File: src/rtl/ddc_out_framer_pkg.sv
// Shared types, default widths and helpers for the DDC output framer.
package ddc_out_framer_pkg;

  localparam int SAMP_W_DEF  = 32;
  localparam int SPP_W_DEF   = 16;
  localparam int DECIM_W_DEF = 16;
  localparam int TIME_W_DEF  = 64;

  typedef enum logic {ST_IDLE, ST_BURST} framer_state_t;

  // A decimation rate of zero would freeze the timestamp; treat it as one.
  function automatic logic [31:0] sat_decim(input logic [31:0] decim);
    return (decim == 32'd0) ? 32'd1 : decim;
  endfunction

endpackage

File: src/rtl/ddc_out_framer_skid.sv
// Generic 2-entry AXI-Stream skid buffer; the first entry is the registered output stage.
module ddc_out_framer_skid #(
  parameter int W = 8
) (
  input  logic         clk,
  input  logic         reset,
  input  logic         clear,
  input  logic [W-1:0] s_data,
  input  logic         s_valid,
  output logic         s_ready,
  output logic [W-1:0] m_data,
  output logic         m_valid,
  input  logic         m_ready
);

  logic [W-1:0] out_data_reg, out_data_next, sk_data_reg, sk_data_next;
  logic         out_valid_reg, out_valid_next, sk_valid_reg, sk_valid_next;
  logic         ready_reg, in_fire;

  assign in_fire = s_valid && ready_reg;
  assign s_ready = ready_reg;
  assign m_data  = out_data_reg;
  assign m_valid = out_valid_reg;

  // ready_reg is the registered complement of the skid slot, so a beat can
  // only land in the skid while the output stage is stalled.
  always_comb begin
    out_data_next  = out_data_reg;
    out_valid_next = out_valid_reg;
    sk_data_next   = sk_data_reg;
    sk_valid_next  = sk_valid_reg;
    if (clear) begin
      out_valid_next = 1'b0;
      sk_valid_next  = 1'b0;
    end else if (!out_valid_reg || m_ready) begin
      if (sk_valid_reg) begin
        out_valid_next = 1'b1;
        out_data_next  = sk_data_reg;
        sk_valid_next  = 1'b0;
      end else begin
        out_valid_next = in_fire;
        if (in_fire) out_data_next = s_data;
      end
    end else if (in_fire) begin
      sk_valid_next = 1'b1;
      sk_data_next  = s_data;
    end
  end

  always_ff @(posedge clk or posedge reset) begin
    if (reset) begin
      out_data_reg  <= '0;
      out_valid_reg <= 1'b0;
      sk_data_reg   <= '0;
      sk_valid_reg  <= 1'b0;
      ready_reg     <= 1'b0;
    end else begin
      out_data_reg  <= out_data_next;
      out_valid_reg <= out_valid_next;
      sk_data_reg   <= sk_data_next;
      sk_valid_reg  <= sk_valid_next;
      ready_reg     <= !sk_valid_next;
    end
  end

endmodule

File: src/rtl/ddc_out_framer.sv
// Cuts a decimated sample burst into cfg_spp-sample packets with regenerated timestamps.
// Define DDC_OUT_FRAMER_STATS_EN to add the stat_pkts / stat_bursts counters.
module ddc_out_framer
  import ddc_out_framer_pkg::*;
#(
  parameter int SAMP_W  = SAMP_W_DEF,
  parameter int SPP_W   = SPP_W_DEF,
  parameter int DECIM_W = DECIM_W_DEF,
  parameter int TIME_W  = TIME_W_DEF
) (
  input  logic               clk,
  input  logic               reset,
  input  logic               clear,
  input  logic [SPP_W-1:0]   cfg_spp,
  input  logic [DECIM_W-1:0] cfg_decim,
  input  logic [SAMP_W-1:0]  s_tdata,
  input  logic               s_teob,
  input  logic               s_thas_time,
  input  logic [TIME_W-1:0]  s_ttime,
  input  logic               s_tvalid,
  output logic               s_tready,
  output logic [SAMP_W-1:0]  m_tdata,
  output logic               m_tlast,
  output logic               m_teob,
  output logic               m_thas_time,
  output logic [TIME_W-1:0]  m_ttime,
  output logic               m_tvalid,
  input  logic               m_tready
`ifdef DDC_OUT_FRAMER_STATS_EN
  ,
  output logic [31:0]        stat_pkts,
  output logic [31:0]        stat_bursts
`endif
);

  localparam int BEAT_W = SAMP_W + 3 + TIME_W;

  framer_state_t      state_reg, state_next;
  logic [SPP_W-1:0]   spp_reg, cnt_reg, spp_cur, cnt_cur;
  logic [DECIM_W-1:0] decim_reg, decim_cur;
  logic [TIME_W-1:0]  ts_acc_reg, pkt_ts_reg, ts_cur, beat_ts;
  logic               has_time_reg, ht_cur, first, beat_last, accept;
  logic [BEAT_W-1:0]  beat_in, beat_out;

  assign accept = s_tvalid && s_tready && !clear;

  always_ff @(posedge clk or posedge reset) begin
    if (reset) state_reg <= ST_IDLE;
    else       state_reg <= state_next;
  end

  always_comb begin
    state_next = state_reg;
    if (clear)       state_next = ST_IDLE;
    else if (accept) state_next = s_teob ? ST_IDLE : ST_BURST;
  end

  // The first sample of a burst takes its config and time straight from the
  // inputs so it can be framed in the same cycle it is accepted.
  always_comb begin
    first     = (state_reg == ST_IDLE);
    spp_cur   = first ? cfg_spp : spp_reg;
    decim_cur = first ? DECIM_W'(sat_decim(32'(cfg_decim))) : decim_reg;
    cnt_cur   = first ? '0 : cnt_reg;
    ts_cur    = first ? s_ttime : ts_acc_reg;
    ht_cur    = first ? s_thas_time : has_time_reg;
    beat_last = s_teob || (spp_cur <= SPP_W'(1)) || (cnt_cur == spp_cur - SPP_W'(1));
    beat_ts   = (cnt_cur == '0) ? ts_cur : pkt_ts_reg;
    beat_in   = {s_tdata, beat_last, s_teob, ht_cur, beat_ts};
  end

  always_ff @(posedge clk or posedge reset) begin
    if (reset) begin
      spp_reg      <= '0;
      decim_reg    <= '0;
      cnt_reg      <= '0;
      ts_acc_reg   <= '0;
      pkt_ts_reg   <= '0;
      has_time_reg <= 1'b0;
    end else if (clear) begin
      cnt_reg <= '0;
    end else if (accept) begin
      if (first) begin
        spp_reg      <= cfg_spp;
        decim_reg    <= decim_cur;
        has_time_reg <= s_thas_time;
      end
      cnt_reg    <= beat_last ? '0 : cnt_cur + SPP_W'(1);
      ts_acc_reg <= ts_cur + TIME_W'(decim_cur);
      if (cnt_cur == '0) pkt_ts_reg <= ts_cur;
    end
  end

  ddc_out_framer_skid #(.W(BEAT_W)) u_skid (
    .clk     (clk),
    .reset   (reset),
    .clear   (clear),
    .s_data  (beat_in),
    .s_valid (s_tvalid && !clear),
    .s_ready (s_tready),
    .m_data  (beat_out),
    .m_valid (m_tvalid),
    .m_ready (m_tready)
  );

  assign {m_tdata, m_tlast, m_teob, m_thas_time, m_ttime} = beat_out;

`ifdef DDC_OUT_FRAMER_STATS_EN
  logic [31:0] stat_pkts_reg, stat_bursts_reg;

  always_ff @(posedge clk or posedge reset) begin
    if (reset) begin
      stat_pkts_reg   <= '0;
      stat_bursts_reg <= '0;
    end else if (clear) begin
      stat_pkts_reg   <= '0;
      stat_bursts_reg <= '0;
    end else if (m_tvalid && m_tready && m_tlast) begin
      stat_pkts_reg <= stat_pkts_reg + 32'd1;
      if (m_teob) stat_bursts_reg <= stat_bursts_reg + 32'd1;
    end
  end

  assign stat_pkts   = stat_pkts_reg;
  assign stat_bursts = stat_bursts_reg;
`endif

endmodule

File: config.mk
export PLATFORM = sky130hd
export DESIGN_NAME = ddc_out_framer
export DESIGN_NICKNAME = d
export VERILOG_FILES = /design/src/rtl/ddc_out_framer_pkg.sv /design/src/rtl/ddc_out_framer_skid.sv /design/src/rtl/ddc_out_framer.sv
export SDC_FILE = /design/constraint.sdc
export NUM_CORES = 1
export LEC_CHECK = 0
export BUFFER_PORTS_ARGS = -buffer_cell sky130_fd_sc_hd__buf_2
export CAP_MARGIN = 30
export CORE_ASPECT_RATIO = 1.4
export CORE_MARGIN = 2
export CORE_UTILIZATION = 50
export CTS_CLUSTER_DIAMETER = 200
export DETAILED_ROUTE_END_ITERATION = 6
export MAX_ROUTING_LAYER = met4
export PLACE_DENSITY = 0.75
export RECOVER_POWER = 50
export SYNTH_ARGS = -nofsm -noshare
export SYNTH_HDL_FRONTEND = slang
export SYNTH_HIERARCHICAL = 1
export SYNTH_SLANG_ARGS = --single-unit
export TNS_END_PERCENT = 100
File: constraint.sdc
create_clock -name clk -period 19.4 [get_ports clk]
set_clock_uncertainty 0.1 [all_clocks]
set_input_delay 1.94 -clock clk [delete_from_list [all_inputs] [get_ports clk]]
set_output_delay 1.94 -clock clk [all_outputs]
set_load 0.03 [all_outputs]
---- Word-level counts from Yosys, hierarchy flattened ----
Cells that the tools add are included.
word-level totals
  bits in registers ....................... 379
  bits in latches ......................... 0
  RAM bits ................................ 0
  ROM bits ................................ 0
  input bits .............................. 135
  output and inout port bits .............. 101
  logic and storage cells ................. 60
  memories ................................ 0
operators by class
  add/subtract/negate cells ............... 3
  $mul .................................... 0
  divide/modulo/power cells ............... 0
  order comparisons ....................... 1
  equality and inequality tests ........... 1
  shift-type cells ........................ 0
  multiplexer cells ....................... 21
  bitwise gates (word level) .............. 3
  reduce and logical (&&, ||, !) cells .... 19
operators by type and width
  cell                                                                               number
  99-bit 2-to-1 mux                                                                  2
  64-bit 2-to-1 mux                                                                  2
  16-bit 2-to-1 mux                                                                  7
  64-bit by 16-bit adder with 64-bit output                                          1
  16-bit logical NOT                                                                 2
  16-bit by 1-bit adder with 16-bit output, second input constant                    1
  16-bit equality test                                                               1
  16-bit by 1-bit less-or-equal comparator with 1-bit output, second input constant  1
  16-bit by 1-bit subtractor with 16-bit output, second input constant               1
  1-bit 2-to-1 mux                                                                   10
  3-bit AND reduction                                                                3
  2-bit nonzero test                                                                 3
  1-bit logical AND                                                                  4
  1-bit logical NOT                                                                  3
  1-bit logical OR                                                                   3
  1-bit inverter                                                                     3
  2-bit AND reduction                                                                1

---- Logic depth before layout (Yosys ltp) ----
  word-level depth ........................ 7
  gate-level depth with buffers ........... 26

---- Cells and area by module ----
The synthesis kept the hierarchy.
by module, submodules not included
  module               instances  cells an instance  area each (um^2)  sequential area each (um^2)
  ddc_out_framer       1          1549               12553.3           4454.3
  ddc_out_framer_skid  1          540                8647.0            5029.8

---- Least setup slack after synthesis ----
Ideal clock, no wire load.
  path type ............................... reg-to-reg
  from .................................... register state_reg
  to ...................................... register ts_acc_reg[54]
  arrival ................................. 5.401 ns
  path slack .............................. 13.773 ns
  cell stages (with the launch flop) ...... 26
  buffers on the path ..................... 14
  path through ............................ dfrtp_1 -> buf_6 -> buf_12 -> buf_12 -> buf_12 -> buf_8 -> buf_2 -> buf_4 -> buf_2 -> buf_2 -> buf_2 -> buf_2 -> buf_2 -> buf_2 -> a21oi_1 -> ha_1 -> fa_1 -> a211oi_1 -> o211ai_1 -> a221oi_1 -> a21o_1 -> buf_2 -> nor2_8 -> and3_4 -> xnor2_1 -> a221o_1
between the ends
  word-level cells in the longest chain between the ends .. 2
ends and longest elaborated chain
  item                                       RTL line              source
  start: declaration                         ddc_out_framer.sv:38  framer_state_t state_reg, state_next;
  start signal: assignment                   ddc_out_framer.sv:49  else state_reg <= state_next;
  16-bit 2-to-1 mux                          ddc_out_framer.sv:63  decim_cur = first ? DECIM_W'(sat_decim(32'(cfg_decim))) : decim_reg;
  named net decim_cur[0]                     ddc_out_framer.sv:40  logic [DECIM_W-1:0] decim_reg, decim_cur;
  64-bit by 16-bit adder with 64-bit output  ddc_out_framer.sv:89  ts_acc_reg <= ts_cur + TIME_W'(decim_cur);
  end signal: assignment                     ddc_out_framer.sv:89
  end: declaration                           ddc_out_framer.sv:41  logic [TIME_W-1:0] ts_acc_reg, pkt_ts_reg, ts_cur, beat_ts;
The timed path passes the listed nets, and every way through them passes these cells.
A chain may end at the register's enable or synchronous reset.

==> impl_metrics.tcl <==
set metrics [dict create \
    status "finished, violations left" \
    violations "capacitance limit, slew limit" \
    drive_above_1_share_pct 26.2 \
    crit_path_max_fanout 126 \
    place_area_sq_mm 0.0226 \
    synth.top_cells.by_area "dfrtp_1 (45%), mux2_2 (18%), nand2_1 (7.6%)" \
    required_ns 17.38 \
    grt_pass1_vias 16679 \
    grt_max_degree 137 \
    cp-endpoint "u_skid/sk_valid_reg$_DFF_PP0_" \
    first_iter_violations 1101 \
    min_path_type "flip-flop to flip-flop" \
    cts_setup_buffers 0 \
    final-hold-violation-count 0 \
    yosys_warnings 6 \
    r2r_end "cnt_reg[2]$_DFFE_PP0P_" \
    synth_edf_count 0 \
    critPathKind "input port to async pin" \
    dr.pass1.iters 5 \
    die_y_um 248 \
    reg2reg_slack_ns 11.32 \
    irDropWorstVdd_mv 0.0906 \
    crit_start "reset" \
    routed_via_density 5.80 \
    worstMarginPinSlew_ns 6.59 \
    area_growth_pct 13.1 \
    seq_area_frac_synth_pct 44.7 \
    drtAntennaViolNets 0 \
    p_sw_share_pct 31.9 \
    synth-adder-area-share_pct 1.27 \
    cts_tree "built" \
    slew_violations 541 \
    final_common_cell "nand2_1" \
    coreArea_sq_mm 0.0420 \
    initial_core_util_pct 50.5 \
    final_area_sq_mm 0.0240 \
    grt.met2_usage_pct 42.2 \
    synth_top_area_share_pct 44.7 \
    synth_xor_area_share_pct 2.52 \
    placementRows 89 \
    nets 2419 \
    met3_usage_pct 4.69 \
    avgSynthCellArea_sq_um 10.1 \
    fp.dieW_um 178 \
    grt_antenna_before_repair 18 \
    period_needed_ns 9.06 \
    port_buffers 235 \
    reg2reg_depth 10 \
    drc 0 \
    synth.area.mux_share_pct 22.1 \
    clockBufferDepth 3 \
    cts.sinks 379 \
    htree_levels 2 \
    cap_violations 7 \
    clkSlewWorstSetupHoldPaths_ns 0.06 \
    grt-busiest-layer "met2" \
    dieArea_sq_mm 0.0441 \
    dp.final_hpwl_mm 37.5 \
    root_buffer "clkbuf_16" \
    cp-end-kind "async pin" \
    postRouteWirelength_mm 54.6 \
    startpoint_type "input port" \
    synth_top_family_by_area "multiplexers" \
    p_per_area_mw_per_mm2 101 \
    max-slew-margin-rel_pct -339 \
    numCtsBuffers 40 \
    r2r_start "state_reg$_DFFE_PP0P_" \
    setup_tns_ns 0 \
    synth_top_flop_cell "dfrtp_1" \
    synth_largest_area_cell "dfrtp_1" \
    cp.arrival_ns 7.03 \
    seq_power_share_pct 42.9 \
    dp.cells 2763 \
    synthesis.nets 2245 \
    io_pins 236 \
    grt_pass1_wl_mm 87.2 \
    mostFrequentLayoutCells "nand2_1 (430), dfrtp_1 (377), mux2_2 (345)" \
    grt_use_met1_pct 30.0 \
    grt_setup_unrepaired "false" \
    post-route-period-util_pct 46.7 \
    fin_cells 2856 \
    fin_util_pct 57.1 \
    gp_congestion 0.903 \
    combPwrFrac_pct 22.8 \
    netlist_area_sq_mm 0.0212 \
    track_usage_pct 25.4 \
    cts_resized 0 \
    gr-total-overflow 0 \
    power.switching_uw 771 \
    setup-violations-final 0 \
    synthArstFlopShare_pct 100 \
    syn-instance-count 2089 \
    cts_hold_buf 0 \
    internal_power_uw 1650 \
    synth-simple-area-share_pct 15.8 \
    ys_ff_latch 379 \
    synth_compound_area_share_pct 10.0 \
    routedWlPerCell_um 19.1 \
    clockPowerShare_pct 34.3 \
    yosys.cell_types.count 85 \
    fill_cells 3536 \
    fmax_ghz 0.110 \
    via_count 16553 \
    clk_latency_ns 0.55 \
    p_leak_uw 0.0106 \
]
metal layers:
metal | vias to the layer above | wire, um
li1 | 7772 | -
met1 | 8160 | 22100
met2 | 496 | 27200
met3 | 125 | 3080
met4 | 0 | 2220
met5 | - | 0
worst min-delay path by stage:
| stage | cells after the start | slack, ns | start | endpoint |
|---|---|---|---|---|
| CTS | 2 | 0.37 | pkt_ts_reg[14]$_DFFE_PP0P_ | pkt_ts_reg[14]$_DFFE_PP0P_ |
| global placement | 2 | 0.35 | pkt_ts_reg[8]$_DFFE_PP0P_ | pkt_ts_reg[8]$_DFFE_PP0P_ |
| finish | 2 | 0.37 | pkt_ts_reg[5]$_DFFE_PP0P_ | pkt_ts_reg[5]$_DFFE_PP0P_ |
| floorplan | 2 | 0.34 | decim_reg[10]$_DFFE_PP0P_ | decim_reg[10]$_DFFE_PP0P_ |
| global route | 2 | 0.40 | pkt_ts_reg[59]$_DFFE_PP0P_ | pkt_ts_reg[59]$_DFFE_PP0P_ |
| detailed placement | 2 | 0.36 | pkt_ts_reg[14]$_DFFE_PP0P_ | pkt_ts_reg[14]$_DFFE_PP0P_ |
kinds of logic after synthesis:
kind of cell | Yosys count
AO/OA/AOI/OAI | 337
buffers and inverters | 151
AND/OR/NAND/NOR | 716
adder cells (fa/ha/maj) | 21
multiplexers | 424
flip-flops | 379
XOR/XNOR | 61
stage by stage:
step                      setup WS, ns  total power [uW]  hold WS (ns)
after floorplan                  11.88              1440         0.340
after CTS                        13.35              2450         0.373
final                            10.34              2420         0.367
after global routing              8.35              2540         0.399
after detailed placement         12.77              1610         0.357
after global placement           12.84              1590         0.352
cells in the mapped netlist, drive strengths merged (5+ instances only):
library cell / instances
a32oi: 8
a221o: 5
xor2: 27
nand2: 431
or3: 17
nand3: 38
inv: 24
clkbuf: 70
nand4: 12
nand2b: 9
nor4: 26
a21boi: 7
or2: 9
and3: 11
o211ai: 11
dfrtp: 379
o31ai: 7
o22ai: 10
buf: 57
o21ai: 129
mux2i: 68
a221oi: 6
nor3: 22
a22oi: 7
nor2b: 24
a21oi: 73
nor2: 70
mux2: 356
a211oi: 10
nand3b: 16
or4: 7
a21o: 20
xnor2: 34
a2111oi: 7
ha: 20
critical path, stage by stage:
cell        delay, ns
clkbuf_1         0.10
clkinvlp_2       0.34
clkbuf_1         4.59
power by group through the flow:
stage,Combinational (uW),Sequential [uW],Clock [uW]
after detailed placement,567,1050,0
after global placement,551,1040,0
after CTS,570,1030,850
final,553,1040,830
after floorplan,307,1130,0
after global routing,604,1060,878
area by class of cell:
cell class / count / area (sq um) / area share (%)
repair buffers: 259 / 1270 / 5.28
multi-input cells: 1559 / 11000 / 45.8
well taps: 546 / 683 / 2.85
diodes: 16 / 40.0 / 0.167
inverters: 24 / 92.6 / 0.386
clock buffers: 51 / 1120 / 4.69
flip-flops and latches: 379 / 9490 / 39.6
clock inverters: 22 / 293 / 1.22
Note: power is estimated with default switching activity, not from simulation.
